===== src/rtl/res_ctl_pkg.sv =====
// Shared types for the reset conditioner: FSM state encoding and the
// reset-cause codes reported to firmware.
package res_ctl_pkg;

  typedef enum logic [1:0] {
    ST_PIN   = 2'd0,
    ST_RUN   = 2'd1,
    ST_LOCK  = 2'd2,
    ST_SWRES = 2'd3
  } state_t;

  // Code 3 is reserved and never produced.
  typedef enum logic [1:0] {
    CAUSE_PIN  = 2'd0,
    CAUSE_LOCK = 2'd1,
    CAUSE_SW   = 2'd2
  } cause_t;

endpackage


===== src/rtl/res_ctl_if.sv =====
// Signal bundle between the board/config side and the reset conditioner.
//   pll_locked : PLL lock indicator (asynchronous to clk_cog)
//   sw_res     : software reset request, synchronous level
//   nres       : conditioned active-low core reset
//   res_cause  : cause of the most recent reset
//   res_busy   : high whenever the conditioner is not in RUN
// master = board/config side, slave = res_ctl.
interface res_ctl_if;
  import res_ctl_pkg::*;

  logic   pll_locked;
  logic   sw_res;
  logic   nres;
  cause_t res_cause;
  logic   res_busy;

  modport master (
    output pll_locked, sw_res,
    input  nres, res_cause, res_busy
  );

  modport slave (
    input  pll_locked, sw_res,
    output nres, res_cause, res_busy
  );
endinterface


===== src/rtl/res_ctl_sync2.sv =====
// Generic two-flop synchroniser with asynchronous active-low clear.
//   clk_cog : destination clock
//   clr_n   : asynchronous clear, output reads 0 while low
//   d_i     : asynchronous input
//   q_o     : synchronised output, two clk_cog edges behind d_i
module sync2 (
  input  logic clk_cog,
  input  logic clr_n,
  input  logic d_i,
  output logic q_o
);

  logic [1:0] ff_q;

  always_ff @(posedge clk_cog or negedge clr_n) begin
    if (!clr_n) ff_q <= 2'b00;
    else        ff_q <= {ff_q[0], d_i};
  end

  assign q_o = ff_q[1];

endmodule


===== src/rtl/res_ctl.sv =====
// Reset conditioner between the board reset pin, the PLL lock indicator and
// the core's nres input. Debounces pin release, waits for a stable PLL lock,
// stretches software reset requests and records the last reset cause.
//   clk_cog  : single clock
//   inp_resn : async active-low board reset (release synchronised internally)
//   bus      : res_ctl_if slave (pll_locked, sw_res in; nres, res_cause,
//              res_busy out, all outputs registered)
//
// state    | meaning
// ---------+-------------------------------------------------------------
// ST_PIN   | pin reset / power-on; debounce pin_ok & lock_s for DEB_CYC
// ST_RUN   | core running, nres high
// ST_LOCK  | lock lost; wait for LOCK_CYC consecutive locked cycles
// ST_SWRES | software reset pulse of SW_CYC cycles
module res_ctl
  import res_ctl_pkg::*;
#(
  parameter logic [15:0] DEB_CYC  = 16'd50000,
  parameter logic [15:0] LOCK_CYC = 16'd1000,
  parameter logic [7:0]  SW_CYC   = 8'd16,
  parameter int          CNT_W    = 16
) (
  input  logic      clk_cog,
  input  logic      inp_resn,
  res_ctl_if.slave  bus
);

  localparam logic [CNT_W-1:0] DEB_LD  = CNT_W'(DEB_CYC - 16'd1);
  localparam logic [CNT_W-1:0] LOCK_LD = CNT_W'(LOCK_CYC - 16'd1);
  localparam logic [CNT_W-1:0] SW_LD   = CNT_W'(SW_CYC - 8'd1);

  logic pin_ok;
  logic lock_s;

  // Pin chain samples a constant 1: it only delays the release of inp_resn.
  sync2 u_sync_pin (
    .clk_cog (clk_cog),
    .clr_n   (inp_resn),
    .d_i     (1'b1),
    .q_o     (pin_ok)
  );

  sync2 u_sync_lock (
    .clk_cog (clk_cog),
    .clr_n   (inp_resn),
    .d_i     (bus.pll_locked),
    .q_o     (lock_s)
  );

  state_t           state_q, state_d;
  logic [CNT_W-1:0] cnt_q, cnt_d;
  cause_t           cause_q, cause_d;
  logic             nres_q, nres_d;
  logic             busy_q, busy_d;
  logic             cnt_zero;

  assign cnt_zero = (cnt_q == '0);

  always_comb begin
    state_d = state_q;
    cnt_d   = cnt_q;
    cause_d = cause_q;
    unique case (state_q)
      ST_PIN: begin
        if (!(pin_ok && lock_s)) cnt_d = DEB_LD;
        else if (cnt_zero)       state_d = ST_RUN;
        else                     cnt_d = cnt_q - CNT_W'(1);
      end
      ST_RUN: begin
        // Lock loss outranks a simultaneous software request.
        if (!lock_s) begin
          state_d = ST_LOCK;
          cnt_d   = LOCK_LD;
          cause_d = CAUSE_LOCK;
        end else if (bus.sw_res) begin
          state_d = ST_SWRES;
          cnt_d   = SW_LD;
          cause_d = CAUSE_SW;
        end
      end
      ST_LOCK: begin
        if (!lock_s)       cnt_d = LOCK_LD;
        else if (cnt_zero) state_d = ST_RUN;
        else               cnt_d = cnt_q - CNT_W'(1);
      end
      ST_SWRES: begin
        // sw_res is ignored here: the core clears it while held in reset.
        if (!cnt_zero) begin
          cnt_d = cnt_q - CNT_W'(1);
        end else if (lock_s) begin
          state_d = ST_RUN;
        end else begin
          state_d = ST_LOCK;
          cnt_d   = LOCK_LD;
          cause_d = CAUSE_LOCK;
        end
      end
      default: begin
        state_d = ST_PIN;
        cnt_d   = DEB_LD;
      end
    endcase
    // Outputs decode the next state so they switch together with the state.
    nres_d = (state_d == ST_RUN);
    busy_d = (state_d != ST_RUN);
  end

  always_ff @(posedge clk_cog or negedge inp_resn) begin
    if (!inp_resn) begin
      state_q <= ST_PIN;
      cnt_q   <= DEB_LD;
      cause_q <= CAUSE_PIN;
      nres_q  <= 1'b0;
      busy_q  <= 1'b1;
    end else begin
      state_q <= state_d;
      cnt_q   <= cnt_d;
      cause_q <= cause_d;
      nres_q  <= nres_d;
      busy_q  <= busy_d;
    end
  end

  assign bus.nres      = nres_q;
  assign bus.res_cause = cause_q;
  assign bus.res_busy  = busy_q;

endmodule

===== src/flat_wrapper.sv =====
// flat-port wrapper written by rule: the top's interface ports become plain ports
module res_ctl_flat import res_ctl_pkg::*;
#(
  parameter logic [15:0] DEB_CYC  = 16'd50000,
  parameter logic [15:0] LOCK_CYC = 16'd1000,
  parameter logic [7:0]  SW_CYC   = 8'd16,
  parameter int          CNT_W    = 16
)
  (clk_cog, inp_resn, bus_pll_locked, bus_sw_res, bus_nres, bus_res_cause, bus_res_busy);
  res_ctl_if bus_i ();
  input  logic clk_cog;
  input  logic inp_resn;
  input wire logic [$bits(bus_i.pll_locked)-1:0] bus_pll_locked;
  input wire logic [$bits(bus_i.sw_res)-1:0] bus_sw_res;
  output wire logic [$bits(bus_i.nres)-1:0] bus_nres;
  output wire logic [$bits(bus_i.res_cause)-1:0] bus_res_cause;
  output wire logic [$bits(bus_i.res_busy)-1:0] bus_res_busy;
  assign bus_i.pll_locked = bus_pll_locked;
  assign bus_i.sw_res = bus_sw_res;
  assign bus_nres = bus_i.nres;
  assign bus_res_cause = bus_i.res_cause;
  assign bus_res_busy = bus_i.res_busy;
  res_ctl #(.DEB_CYC(DEB_CYC), .LOCK_CYC(LOCK_CYC), .SW_CYC(SW_CYC), .CNT_W(CNT_W)) u_core (.clk_cog(clk_cog), .inp_resn(inp_resn), .bus(bus_i));
endmodule

===== config.mk =====
export PLATFORM = sky130hd
export DESIGN_NAME = res_ctl_flat
export DESIGN_NICKNAME = d
export VERILOG_FILES = /design/src/rtl/res_ctl_pkg.sv /design/src/rtl/res_ctl_if.sv /design/src/rtl/res_ctl_sync2.sv /design/src/rtl/res_ctl.sv /design/src/flat_wrapper.sv
export SDC_FILE = /design/constraint.sdc
export NUM_CORES = 1
export LEC_CHECK = 0
export BUFFER_PORTS_ARGS = -buffer_cell sky130_fd_sc_hd__buf_2
export CAP_MARGIN = 20
export CORE_MARGIN = 1
export CORE_UTILIZATION = 25
export CTS_CLUSTER_DIAMETER = 150
export DETAILED_ROUTE_END_ITERATION = 8
export GPL_TIMING_DRIVEN = 0
export PLACE_DENSITY = 0.45
export SYNTH_ARGS = -nofsm -noshare
export SYNTH_HDL_FRONTEND = slang
export SYNTH_SLANG_ARGS = --single-unit
export TNS_END_PERCENT = 30

===== constraint.sdc =====
create_clock -name clk_cog -period 2.9 [get_ports clk_cog]
set_clock_uncertainty 0.05 [all_clocks]
set_input_delay 0.58 -clock clk_cog [delete_from_list [all_inputs] [get_ports clk_cog]]
set_output_delay 0.58 -clock clk_cog [all_outputs]
set_load 0.01 [all_outputs]

Yosys cells after proc, flatten, opt, wreduce, memory -nomap -nowiden
Cells that the tools add are included.
W data, S select, Z words.
{"block": "op_classes", "add_sub_neg": 1, "n_eq_ne": 9, "n_mux": 21, "n_reduce_logical": 6}
{"op": "$mux W16", "count": 7}
{"op": "$pmux W16 S4", "count": 1}
{"op": "$mux W2", "count": 11}
{"op": "$logic_not A16 Y1", "count": 1}
{"op": "$sub A16 B1 Y16 const B", "count": 1}
{"op": "$pmux W2 S4", "count": 1}
{"op": "$ne A3 B3 Y1 const B", "count": 2}
{"op": "$eq A2 B1 Y1 const B", "count": 2}
{"op": "$eq A2 B2 Y1 const B", "count": 2}
{"op": "$ne A2 B1 Y1 const B", "count": 2}
{"op": "$pmux W2 S2", "count": 1}
{"op": "$reduce_and A4 Y1", "count": 1}
{"op": "$logic_not A2 Y1", "count": 1}
{"op": "$ne A2 B2 Y1 const B", "count": 1}
{"op": "$reduce_and A2 Y1", "count": 1}
{"op": "$reduce_bool A2 Y1", "count": 1}
{"op": "$logic_and A1 B1 Y1", "count": 1}
{"block": "totals", "regBits": 26, "wordCells": 44}

Longest topological paths before layout
Gate-level depths: netlist (run 1).
{"block": "logic_depth", "word_depth": 5, "mapped_depth": 11, "ltp_nobuf": 10}

Cells and area by module
From an unflattened synthesis (run 1), not the netlist that was laid out.
{"block": "unflattened", "cells_unflattened": 188, "area_unflattened_um2": 1630.3}
{"module": "res_ctl", "instances": 1, "cells_per_inst": 184, "area_each_um2": 1530.2, "seq_area_each_um2": 563.0}
{"module": "sync2", "instances": 2, "cells_per_inst": 2, "area_each_um2": 50.0, "seq_area_each_um2": 50.0}

Least setup slack after synthesis (run 1)
Ideal clock, no wire load.
{"block": "synth_timing", "kind": "reg2reg", "from": "reg u_core.cnt_q[10]", "to": "reg u_core.cnt_q[0]", "setup_time_ns": 0.087, "arrival_ns": 2.292, "required_time_ns": 2.763, "slack_ns": 0.471, "stages_incl_launch_ff": 10, "path_buffers": 2, "synth_period_minus_slack_ns": 2.429, "cell_sequence": "dfrtp_1 or4_1 buf_2 or4_1 buf_6 nor2_4 inv_2 ha_1 o21ai_0 a21oi_1"}
{"block": "synth_via", "elab_chain_cells": 4, "word_cells_on_any_way": 8}
{"element": "from (decl)", "line_no": "res_ctl.sv:51", "source": "logic [CNT_W-1:0] cnt_q, cnt_d;"}
{"element": "from (signal assigned)", "line_no": "res_ctl.sv:117", "source": "cnt_q <= cnt_d;"}
{"element": "$logic_not A16 Y1 *", "line_no": "res_ctl.sv:57", "source": "assign cnt_zero = (cnt_q == '0);"}
{"element": "$mux W16"}
{"element": "$mux W16, on equally long branches"}
{"element": "$pmux W16 S4", "line_no": "res_ctl.sv:63", "source": "unique case (state_q)"}
Mark *: on every way between the ends. The rest lies on a longest branch, timed or not.
A chain may end at the register's enable or synchronous reset.

Worst setup path in the final report (run 1)
{"block": "layout_timing", "from": "reg u_core.cnt_q[10]", "to": "reg u_core.cnt_q[5]"}
The elaborated chain is that of the path after synthesis.

==> impl_metrics.py, run 1 <==
metrics = {
    "critical_path": {
        "cp_max_fo": 6,
        "cp_slowest_cell": "or4_1",
        "worstSetupPathType": "register to register",
        "worstSetupEndpointType": "register",
        "crit_top_cell": "or4_1",
        "arrival_ns": 2.78,
        "worstPathCellList": "or4_1, buf_2, or4_1, buf_6, o31ai_2, nand2b_1, o41a_1",
        "cp_slowest_stage_delay_ns": 0.53,
        "cp-start-kind": "register",
        "crit_family": "simple AND/OR/NAND/NOR gates",
        "crit_required_ns": 3.01,
        "path_buf_inv": 2,
    },
    "power": {
        "p_switching_uw": 157,
        "internal_power_uw": 565,
        "total_leakage_power_uw": 0.000691,
        "power.share.switching_pct": 21.7,
        "p_per_area_nw_per_um2": 382,
        "vdd_ir_drop_max_mv": 0.216,
        "pwr-share-seq_pct": 51.5,
        "clockPowerShare_pct": 43.3,
        "comb_power_share_pct": 5.2,
    },
    "global_routing": {
        "grt_max_degree": 27,
        "grt_antenna_before_repair": 0,
        "grt_pass1_vias": 1525,
        "track_usage_pct": 14.4,
        "grt_first_pass_wirelength_um": 7990,
        "grt-ovfl-total": 0,
    },
    "final_layout": {
        "diodes": 0,
        "fill_cells": 682,
        "drive_gt1_share_pct": 16.1,
        "layout.area.seq_um2": 663,
        "multiInputGateArea_um2": 928,
        "nets": 207,
        "area_growth_pct": 13.0,
        "design_area_um2": 1890,
    },
    "yosys": {
        "async_flop_share_pct": 100,
        "syn_nets": 195,
        "synth_seq_area_share_pct": 39.7,
        "netlist_instances": 188,
        "synth_edf_count": 0,
        "synth_ff_type": "dfrtp_1",
        "synth.largest_area_cell": "dfrtp_1",
        "avgSynthCellArea_um2": 8.89,
        "synth_top_area_share_pct": 24.0,
        "yosys_warnings": 0,
        "netlist_area_um2": 1670,
        "ys_types": 54,
        "synth_seq_cells": 26,
        "synthTopCellsByArea": "dfrtp_1 (24%), dfstp_2 (16%), a21oi_1 (4.5%)",
    },
    "place": {
        "port_buffers": 7,
        "gp_congestion": 0.860,
        "hpwl_um": 3350,
        "placed_area_um2": 1800,
        "pre_cts_ws_ns": -0.0780,
    },
    "timing": {
        "max_slew.worst_pin.slew_ns": 0.852,
        "timing.final.crit_share_pct": 91.9,
        "hold_viol_final": 0,
        "setup_violations": 0,
        "fmax_mhz": 375,
        "setup_ws_ns": 0.234,
        "rsz0062_at_grt": "false",
        "period_minus_slack_ns": 2.67,
        "drv_slew": 0,
        "slew_headroom_pct": 42.6,
    },
    "routing": {
        "drtAntennaViolNets": 0,
        "drtPass1Iterations": 4,
        "viasPerCell": 5.32,
        "drc": 0,
        "vias": 1468,
        "wl_per_cell_um": 16.7,
        "finalWirelength_um": 4610,
        "drtIter0Drc": 67,
    },
    "cts": {
        "cts_tree": "yes",
        "postCtsSetupBuffers": 0,
        "ctsResizeCount": 1,
        "holdBufCountCts": 0,
        "numClockSinks": 26,
        "clk_pin_slew_ns": 0.10,
        "numCtsBuffers": 3,
        "htreeDepth": 1,
        "clk_latency_ns": 0.28,
        "cts_buffer_depth": 2,
        "root_buffer": "clkbuf_8",
    },
    "floorplan": {
        "rows": 29,
        "die_area_um2": 7020,
        "die_x_um": 83.8,
        "ios": 8,
        "fp.coreArea_um2": 6390,
        "initial_core_util_pct": 26.2,
        "fp.dieH_um": 83.8,
    },
    "worst_hold_path": {
        "hp-class": "input port to asynchronous set/reset pin",
    },
    "flow_run": {
        "drv_cap": 0,
    },
    "run_status": {
        "outcome": "completed",
    },
}
[area by class of cell]
class                   instances  share of cell area [%]
multi-input cells             141                    49.1
flip-flops and latches         26                    35.1
well taps                      77                    5.10
plain buffers                  11                    3.05
clock buffers                   3                    2.19
inverters                      10                    1.99
repair buffers                  7                    1.85
clock inverters                 1                    1.59
[Yosys cell counts, types with 2 or more instances]
library cell / n
a2111oi_0: 2
a211o_1: 2
a211oi_1: 2
a21o_1: 2
a21oi_1: 15
a22oi_1: 2
a2bb2oi_1: 3
a31oi_1: 4
buf_6: 2
clkbuf_1: 8
dfrtp_1: 16
dfstp_2: 10
ha_1: 3
inv_1: 9
nand2_1: 11
nand2b_1: 2
nand3_1: 5
nand4_1: 3
nand4b_1: 3
nor2_1: 18
nor2b_1: 4
nor3_1: 5
nor4_1: 8
o21ai_0: 6
o21ai_1: 4
o31ai_1: 2
or4_1: 4
xnor2_1: 3
xor2_1: 5
[registers in the layout, indices dropped and copies added (netlist names)]
register,count
u_core.bus.nres,1
u_core.u_sync_lock.ff_q,2
u_core.bus.res_busy,1
u_core.u_sync_pin.ff_q,2
u_core.bus.res_cause,2
u_core.state_q,2
u_core.cnt_q,16
[worst paths after layout]
| kind | startpoint | endpoint | slack [ns] | cells after the start |
|---|---|---|---|---|
| worst min-delay path | inp_resn | u_core.u_sync_lock.ff_q[1]$_DFF_PN0_ | 0.25 | 1 |
| max in group asynchronous | inp_resn | u_core.cnt_q[10]$_DFFE_PN0P_ | 2.16 | 1 |
| worst max-delay path | u_core.cnt_q[10]$_DFFE_PN0P_ | u_core.cnt_q[5]$_DFFE_PN0P_ | 0.23 | 7 |
| worst min register to register | u_core.u_sync_pin.ff_q[0]$_DFF_PN0_ | u_core.u_sync_pin.ff_q[1]$_DFF_PN0_ | 0.31 | 0 |
| worst max register to register | u_core.cnt_q[10]$_DFFE_PN0P_ | u_core.cnt_q[5]$_DFFE_PN0P_ | 0.23 | 7 |
| min in group clk_cog | u_core.u_sync_pin.ff_q[0]$_DFF_PN0_ | u_core.u_sync_pin.ff_q[1]$_DFF_PN0_ | 0.31 | 0 |
[layer usage]
layer,vias up,share of wire [%],GRT usage [%]
met2,34,46,22.6
met4,0,1.3,3.39
li1,729,-,-
met3,4,3.2,2.37
met1,701,49,20.7
met5,-,0,0
[kinds of logic (layout without fill, tap and decap cells)]
kind of cell	after synthesis	count (layout)	synth area share, %
and+or+nand+nor	69	69	22.3
AOI/OAI and AO/OA	60	60	25.7
DFF	26	26	39.7
buffers and inverters	21	32	5.69
xor gates and xnor gates	8	8	4.19
adders and majority gates	3	3	2.25
other	1	1	0.224
[power by group through the flow]
stage	Sequential [µW]	Clock [µW]	Combinational (µW)
finish	372	312	37.7
global route	373	341	43.5
CTS	372	322	38.5
detailed placement	378	0	38.3
global placement	378	0	37.8
floorplan	377	0	20.8
[cell usage in the layout, fill, tap and decap left out, drive strengths merged, types with 2 or more instances in the layout]
cell type / count
a2111oi: 2
a211o: 2
a211oi: 2
a21o: 2
a21oi: 15
a22oi: 2
a2bb2oi: 3
a31oi: 4
buf: 10
clkbuf: 11
dfrtp: 16
dfstp: 10
ha: 3
inv: 10
nand2: 11
nand2b: 2
nand3: 5
nand4: 3
nand4b: 3
nor2: 19
nor2b: 4
nor3: 5
nor4: 9
o21ai: 11
o31ai: 4
or4: 4
xnor2: 3
xor2: 5
[stage by stage]
stage	total power [µW]	utilization (%)	hold WS [ns]	cells	TNS, ns
after detailed placement	417	28.2	0.289	272	-0.359
final	722	29.6	0.245	276	0
after global placement	416	28.2	0.283	272	-0.475
after floorplan	398	-	0.234	188	0
after global routing	757	29.6	0.290	276	0
after CTS	733	29.4	0.271	276	0
(Power assumes the default switching activity.)
==> run 2: changes to the inputs <==
--- a/config.mk
+++ b/config.mk
@@ -15,2 +15,3 @@
 export PLACE_DENSITY = 0.45
+export SLEW_MARGIN = 10
 export SYNTH_ARGS = -nofsm -noshare
==> constraint.sdc (replaced) <==
create_clock -name clk_cog -period 2.9 [get_ports clk_cog]
set_clock_uncertainty 0.05 [all_clocks]
set_input_delay 0.29 -clock clk_cog [delete_from_list [all_inputs] [get_ports clk_cog]]
set_output_delay 0.29 -clock clk_cog [all_outputs]
set_load 0.01 [all_outputs]
==> run 2 against run 1 <==
  * Sequential power barely moved
  * Cell count rose by 0.36%
  * Setup slack improved by 0.0017 ns
  * Register-to-register slack barely moved
  * Combinational power rose by 3%
  * Die area did not move
  * Critical path type unchanged
==> impl_metrics.py, run 2 (synthesized netlist as in run 1, its figures left out) <==
metrics = {
    "power": {
        "total_leakage_power_uw": 0.000695,
        "p_per_area_nw_per_um2": 381,
        "p_total_uw": 723,
        "vdd_ir_drop_max_mv": 0.216,
    },
    "routing": {
        "wl_per_cell_um": 16.7,
        "drtIter0Drc": 53,
        "drtAntennaViolNets": 0,
        "vias": 1470,
        "drtPass1Iterations": 4,
        "drc": 0,
        "finalWirelength_um": 4610,
        "viasPerCell": 5.31,
    },
    "floorplan": {
        "die_area_um2": 7020,
        "fp.coreArea_um2": 6390,
        "rows": 29,
        "die_x_um": 83.8,
        "initial_core_util_pct": 26.2,
        "ios": 8,
        "fp.dieH_um": 83.8,
    },
    "global_routing": {
        "grt_max_degree": 27,
        "track_usage_pct": 14.4,
        "grt-ovfl-total": 0,
        "grt_first_pass_wirelength_um": 7990,
        "grt_pass1_vias": 1525,
        "grt_antenna_before_repair": 0,
    },
    "cts": {
        "root_buffer": "clkbuf_8",
        "clk_pin_slew_ns": 0.10,
        "cts_tree": "yes",
        "clk_latency_ns": 0.28,
        "postCtsSetupBuffers": 0,
        "cts_buffer_depth": 2,
        "numCtsBuffers": 3,
        "numClockSinks": 26,
        "htreeDepth": 1,
    },
    "final_layout": {
        "layout_commonest_cell": "nor2_1",
        "layout.area.seq_um2": 663,
        "top_register": "u_core.cnt_q",
        "drive_gt1_share_pct": 16.0,
        "layout_common_cells": "nor2_1 (18), dfrtp_1 (16), a21oi_1 (15)",
        "largest_register_ffs": 16,
        "nets": 208,
        "fill_cells": 682,
        "multiInputGateArea_um2": 928,
        "design_area_um2": 1900,
        "fin_util_pct": 29.7,
        "diodes": 0,
        "area_growth_pct": 13.6,
    },
    "flow_run": {
        "drv_cap": 0,
    },
    "worst_hold_path": {
        "min-delay-start": "bus_pll_locked",
        "hold_depth": 1,
        "holdPathEnd": "u_core.u_sync_lock.ff_q[0]$_DFF_PN0_",
        "hp-class": "input port to register",
    },
    "timing": {
        "fmax_mhz": 375,
        "setup_violations": 0,
        "whs_ns": 0.0593,
        "timing.final.crit_share_pct": 91.9,
        "drv_slew": 0,
        "slew_headroom_pct": 43.2,
        "hold_viol_final": 0,
        "period_minus_slack_ns": 2.66,
        "max_slew.worst_pin.slew_ns": 0.843,
        "rsz0062_at_grt": "false",
    },
    "critical_path": {
        "crit_required_ns": 3.01,
        "cp_slowest_cell": "or4_1",
        "worstSetupPathType": "register to register",
        "r2r_setup_slack_ns": 0.24,
        "arrival_ns": 2.78,
        "r2r_start": "u_core.cnt_q[10]$_DFFE_PN0P_",
        "crit_family": "simple AND/OR/NAND/NOR gates",
        "worstPathCellList": "or4_1, buf_2, or4_1, buf_6, o31ai_2, nand2b_1, o41a_1",
        "r2r_cells": 7,
        "path_buf_inv": 2,
        "r2r-end": "u_core.cnt_q[5]$_DFFE_PN0P_",
        "cp-start-kind": "register",
        "cp_slowest_stage_delay_ns": 0.53,
        "cp_max_fo": 6,
        "worstSetupEndpointType": "register",
        "crit_top_cell": "or4_1",
    },
    "place": {
        "hpwl_um": 3350,
        "gp_congestion": 0.860,
        "placed_area_um2": 1800,
        "port_buffers": 7,
    },
    "run_status": {
        "outcome": "completed",
    },
}
## run 2: repair_timing
item                                    in CTS  in global routing
resized for setup                            1                  2
endpoints found under the setup margin       5                  6
hold buffers                                 1                  0
hold endpoints to repair                    16                  0
cloned                                       0                  0
## run 2: how the worst max path moves through the flow
stage | cells after the start | endpoint | start
2_1_floorplan | 9 | u_core.cnt_q[0]$_DFFE_PN1P_ | u_core.cnt_q[10]$_DFFE_PN0P_
3_3_place_gp | 6 | u_core.cnt_q[4]$_DFFE_PN0P_ | u_core.cnt_q[10]$_DFFE_PN0P_
3_5_place_dp | 6 | u_core.cnt_q[1]$_DFFE_PN1P_ | u_core.cnt_q[10]$_DFFE_PN0P_
4_1_cts | 9 | u_core.cnt_q[0]$_DFFE_PN1P_ | u_core.cnt_q[10]$_DFFE_PN0P_
5_1_grt | 9 | u_core.cnt_q[0]$_DFFE_PN1P_ | u_core.cnt_q[10]$_DFFE_PN0P_
6_report | 7 | u_core.cnt_q[5]$_DFFE_PN0P_ | u_core.cnt_q[10]$_DFFE_PN0P_
## run 2: area by class of cell
cell class / count / share of cell area (%)
Multi-Input combinational cell: 141 / 48.9
Sequential cell: 26 / 34.9
Tap cell: 77 / 5.07
Buffer: 11 / 3.03
Timing Repair Buffer: 8 / 2.37
Clock buffer: 3 / 2.17
Inverter: 10 / 1.98
Clock inverter: 1 / 1.58
## run 2: metrics by stage
step                setup WS [ns]  setup TNS (ns)  cells
global route               0.0592               0    277
global placement           -0.111          -0.475    272
floorplan                   0.471               0    188
detailed placement        -0.0780          -0.359    272
CTS                         0.152               0    277
finish                      0.236               0    277
## run 2: layer usage
metal	track usage (%)	share of wire (%)	vias to the layer above
met5	0	0	-
met4	3.39	1.3	0
met3	2.37	4.1	4
met2	22.6	47	33
met1	20.7	47	706
li1	-	-	727
## run 2: power by group
part | switching, µW | total, µW | leakage [µW] | internal, µW
Sequential | 3.48 | 372 | 0.000314 | 368
Combinational | 26.3 | 38.7 | 0.000345 | 12.5
Clock | 127 | 312 | 0.0000357 | 185
==> run 3: changes to the inputs <==
BUFFER_PORTS_ARGS = not set   (was -buffer_cell sky130_fd_sc_hd__buf_2)
DONT_BUFFER_PORTS = 1   (was not set)
MAX_ROUTING_LAYER = met4   (was not set)
PLACE_DENSITY = 0.44   (was 0.45)
==> run 3 against run 2 <==
  * Clock power down 20%
  * Register-to-register slack about the same
  * Combinational power rose by 4%
  * Total power is 8.4% lower
  * Critical path depth grew 2
  * Setup slack better by 0.0019 ns
  * Cell area down 1.4%
  * Cell count shrank 1.4%
  * Global-route usage up 0.12 points
  * Sequential power hardly changed
  * First-iteration DRC count increased by 100%
  * Die area did not move
  * Largest power group unchanged
==> impl_metrics.py, run 3 (synthesized netlist as in run 1, its figures left out) <==
metrics = {
    "critical_path": {
        "cp-start-kind": "register",
        "cp_max_fo": 9,
        "crit_required_ns": 3.06,
        "arrival_ns": 2.82,
        "worstSetupPathType": "register to register",
        "r2r_cells": 9,
        "worstSetupEndpointType": "register",
    },
    "final_layout": {
        "layout_commonest_cell": "nor2_1",
        "design_area_um2": 1870,
        "layout.area.seq_um2": 663,
        "nets": 204,
        "area_growth_pct": 12.0,
        "layout_common_cells": "nor2_1 (18), dfrtp_1 (16), a21oi_1 (15)",
        "largest_register_ffs": 16,
        "top_register": "u_core.cnt_q",
        "diodes": 0,
        "multiInputGateArea_um2": 917,
        "fin_util_pct": 29.3,
        "drive_gt1_share_pct": 13.8,
        "fill_cells": 681,
    },
    "place": {
        "gp_congestion": 0.857,
        "placed_area_um2": 1770,
        "hpwl_um": 3280,
        "port_buffers": 0,
    },
    "floorplan": {
        "initial_core_util_pct": 26.2,
        "fp.dieH_um": 83.8,
        "die_area_um2": 7020,
        "die_x_um": 83.8,
        "ios": 8,
        "rows": 29,
        "fp.coreArea_um2": 6390,
    },
    "power": {
        "p_switching_uw": 157,
        "power.share.switching_pct": 23.7,
        "pwr-share-seq_pct": 56.1,
        "clockPowerShare_pct": 37.8,
        "total_leakage_power_uw": 0.000680,
        "p_per_area_nw_per_um2": 354,
        "vdd_ir_drop_max_mv": 0.180,
        "internal_power_uw": 505,
        "comb_power_share_pct": 6.1,
    },
    "global_routing": {
        "grt_first_pass_wirelength_um": 7830,
        "grt_antenna_before_repair": 0,
        "grt_pass1_vias": 1500,
        "grt_max_degree": 27,
        "track_usage_pct": 14.5,
        "grt-ovfl-total": 0,
    },
    "timing": {
        "slew_headroom_pct": 38.0,
        "rsz0062_at_grt": "false",
        "drv_slew": 0,
        "hold_viol_final": 0,
        "setup_violations": 0,
        "period_minus_slack_ns": 2.66,
        "timing.final.crit_share_pct": 91.8,
        "fmax_mhz": 376,
        "max_slew.worst_pin.slew_ns": 0.920,
        "tns_ns": 0,
        "whs_ns": 0.259,
    },
    "routing": {
        "finalWirelength_um": 4570,
        "drc": 0,
        "wl_per_cell_um": 16.8,
        "viasPerCell": 5.40,
        "drtPass1Iterations": 4,
        "vias": 1473,
        "drtAntennaViolNets": 0,
        "drtIter0Drc": 107,
    },
    "run_status": {
        "outcome": "completed",
    },
    "worst_hold_path": {
        "hp-class": "input port to register",
        "hold_depth": 2,
    },
    "cts": {
        "clk_latency_ns": 0.28,
        "postCtsSetupBuffers": 0,
        "numCtsBuffers": 3,
        "numClockSinks": 26,
        "clk_pin_slew_ns": 0.10,
        "cts_buffer_depth": 2,
        "root_buffer": "clkbuf_8",
        "htreeDepth": 1,
        "cts_tree": "yes",
    },
    "flow_run": {
        "drv_cap": 0,
    },
}
run 3: cell types whose count changed in the layout (fill, tap and decap cells not counted):
cell	previous run	this run
nor4_4	1	0
o21ai_1	5	3
clkbuf_8	3	4
buf_12	0	1
o21ai_2	1	2
dlygate4sd3_1	1	2
o21ai_0	5	6
buf_2	8	2
bufinv_16	1	0
nor4_1	7	8
run 3: layout make-up:
type / count / share of cell area [%]
plain buffers: 11 / 3.07
clock buffers: 4 / 2.94
inverters: 10 / 2.01
multi-input cells: 141 / 49.0
flip-flops and latches: 26 / 35.4
well taps: 77 / 5.15
repair buffers: 4 / 2.41
run 3: critical path, cell delays in order, from the launching register on:
cell	delay (ns)
dfrtp_1	0.44
or4_1	0.53
buf_2	0.17
or4_1	0.42
buf_6	0.16
nor2_4	0.15
inv_2	0.13
ha_1	0.28
o21ai_0	0.19
a21oi_1	0.09
run 3: worst paths after layout:
check	startpoint	endpoint	slack, ns
max	u_core.cnt_q[10]$_DFFE_PN0P_	u_core.cnt_q[0]$_DFFE_PN1P_	0.24
min in group asynchronous	inp_resn	u_core.bus.nres$_DFF_PN0_	0.38
max in group asynchronous	inp_resn	u_core.cnt_q[15]$_DFFE_PN1P_	2.18
max reg2reg	u_core.cnt_q[10]$_DFFE_PN0P_	u_core.cnt_q[0]$_DFFE_PN1P_	0.24
min	bus_sw_res	u_core.cnt_q[9]$_DFFE_PN1P_	0.26
min reg2reg	u_core.u_sync_pin.ff_q[0]$_DFF_PN0_	u_core.u_sync_pin.ff_q[1]$_DFF_PN0_	0.30
run 3: layer usage:
layer	GRT usage, %	routed length (µm)	up-vias
met4	5.70	106	0
met2	21.1	2090	41
met1	20.3	2160	699
li1	-	-	724
met3	2.18	219	9
met5	-	0	-
run 3: metrics by stage:
step	setup WS, ns	std cells	total power (µW)
5_1_grt	0.0422	273	695
3_5_place_dp	0.236	266	406
6_report	0.237	273	662
2_1_floorplan	0.471	188	398
4_1_cts	0.194	273	673
3_3_place_gp	-0.148	265	406
run 3: timing repair:
item                       in CTS  in global routing
resized for setup               0                  1
setup endpoints to repair       0                  5
hold endpoints to repair       27                  0
hold buffers                    3                  0
run 3: power by group through the flow:
stage / sequential [µW] / clock, µW / combinational [µW]
floorplan: 377 / 0 / 20.8
detailed placement: 378 / 0 / 27.4
global placement: 378 / 0 / 27.6
finish: 372 / 250 / 40.1
CTS: 372 / 260 / 40.8
global route: 372 / 277 / 45.7
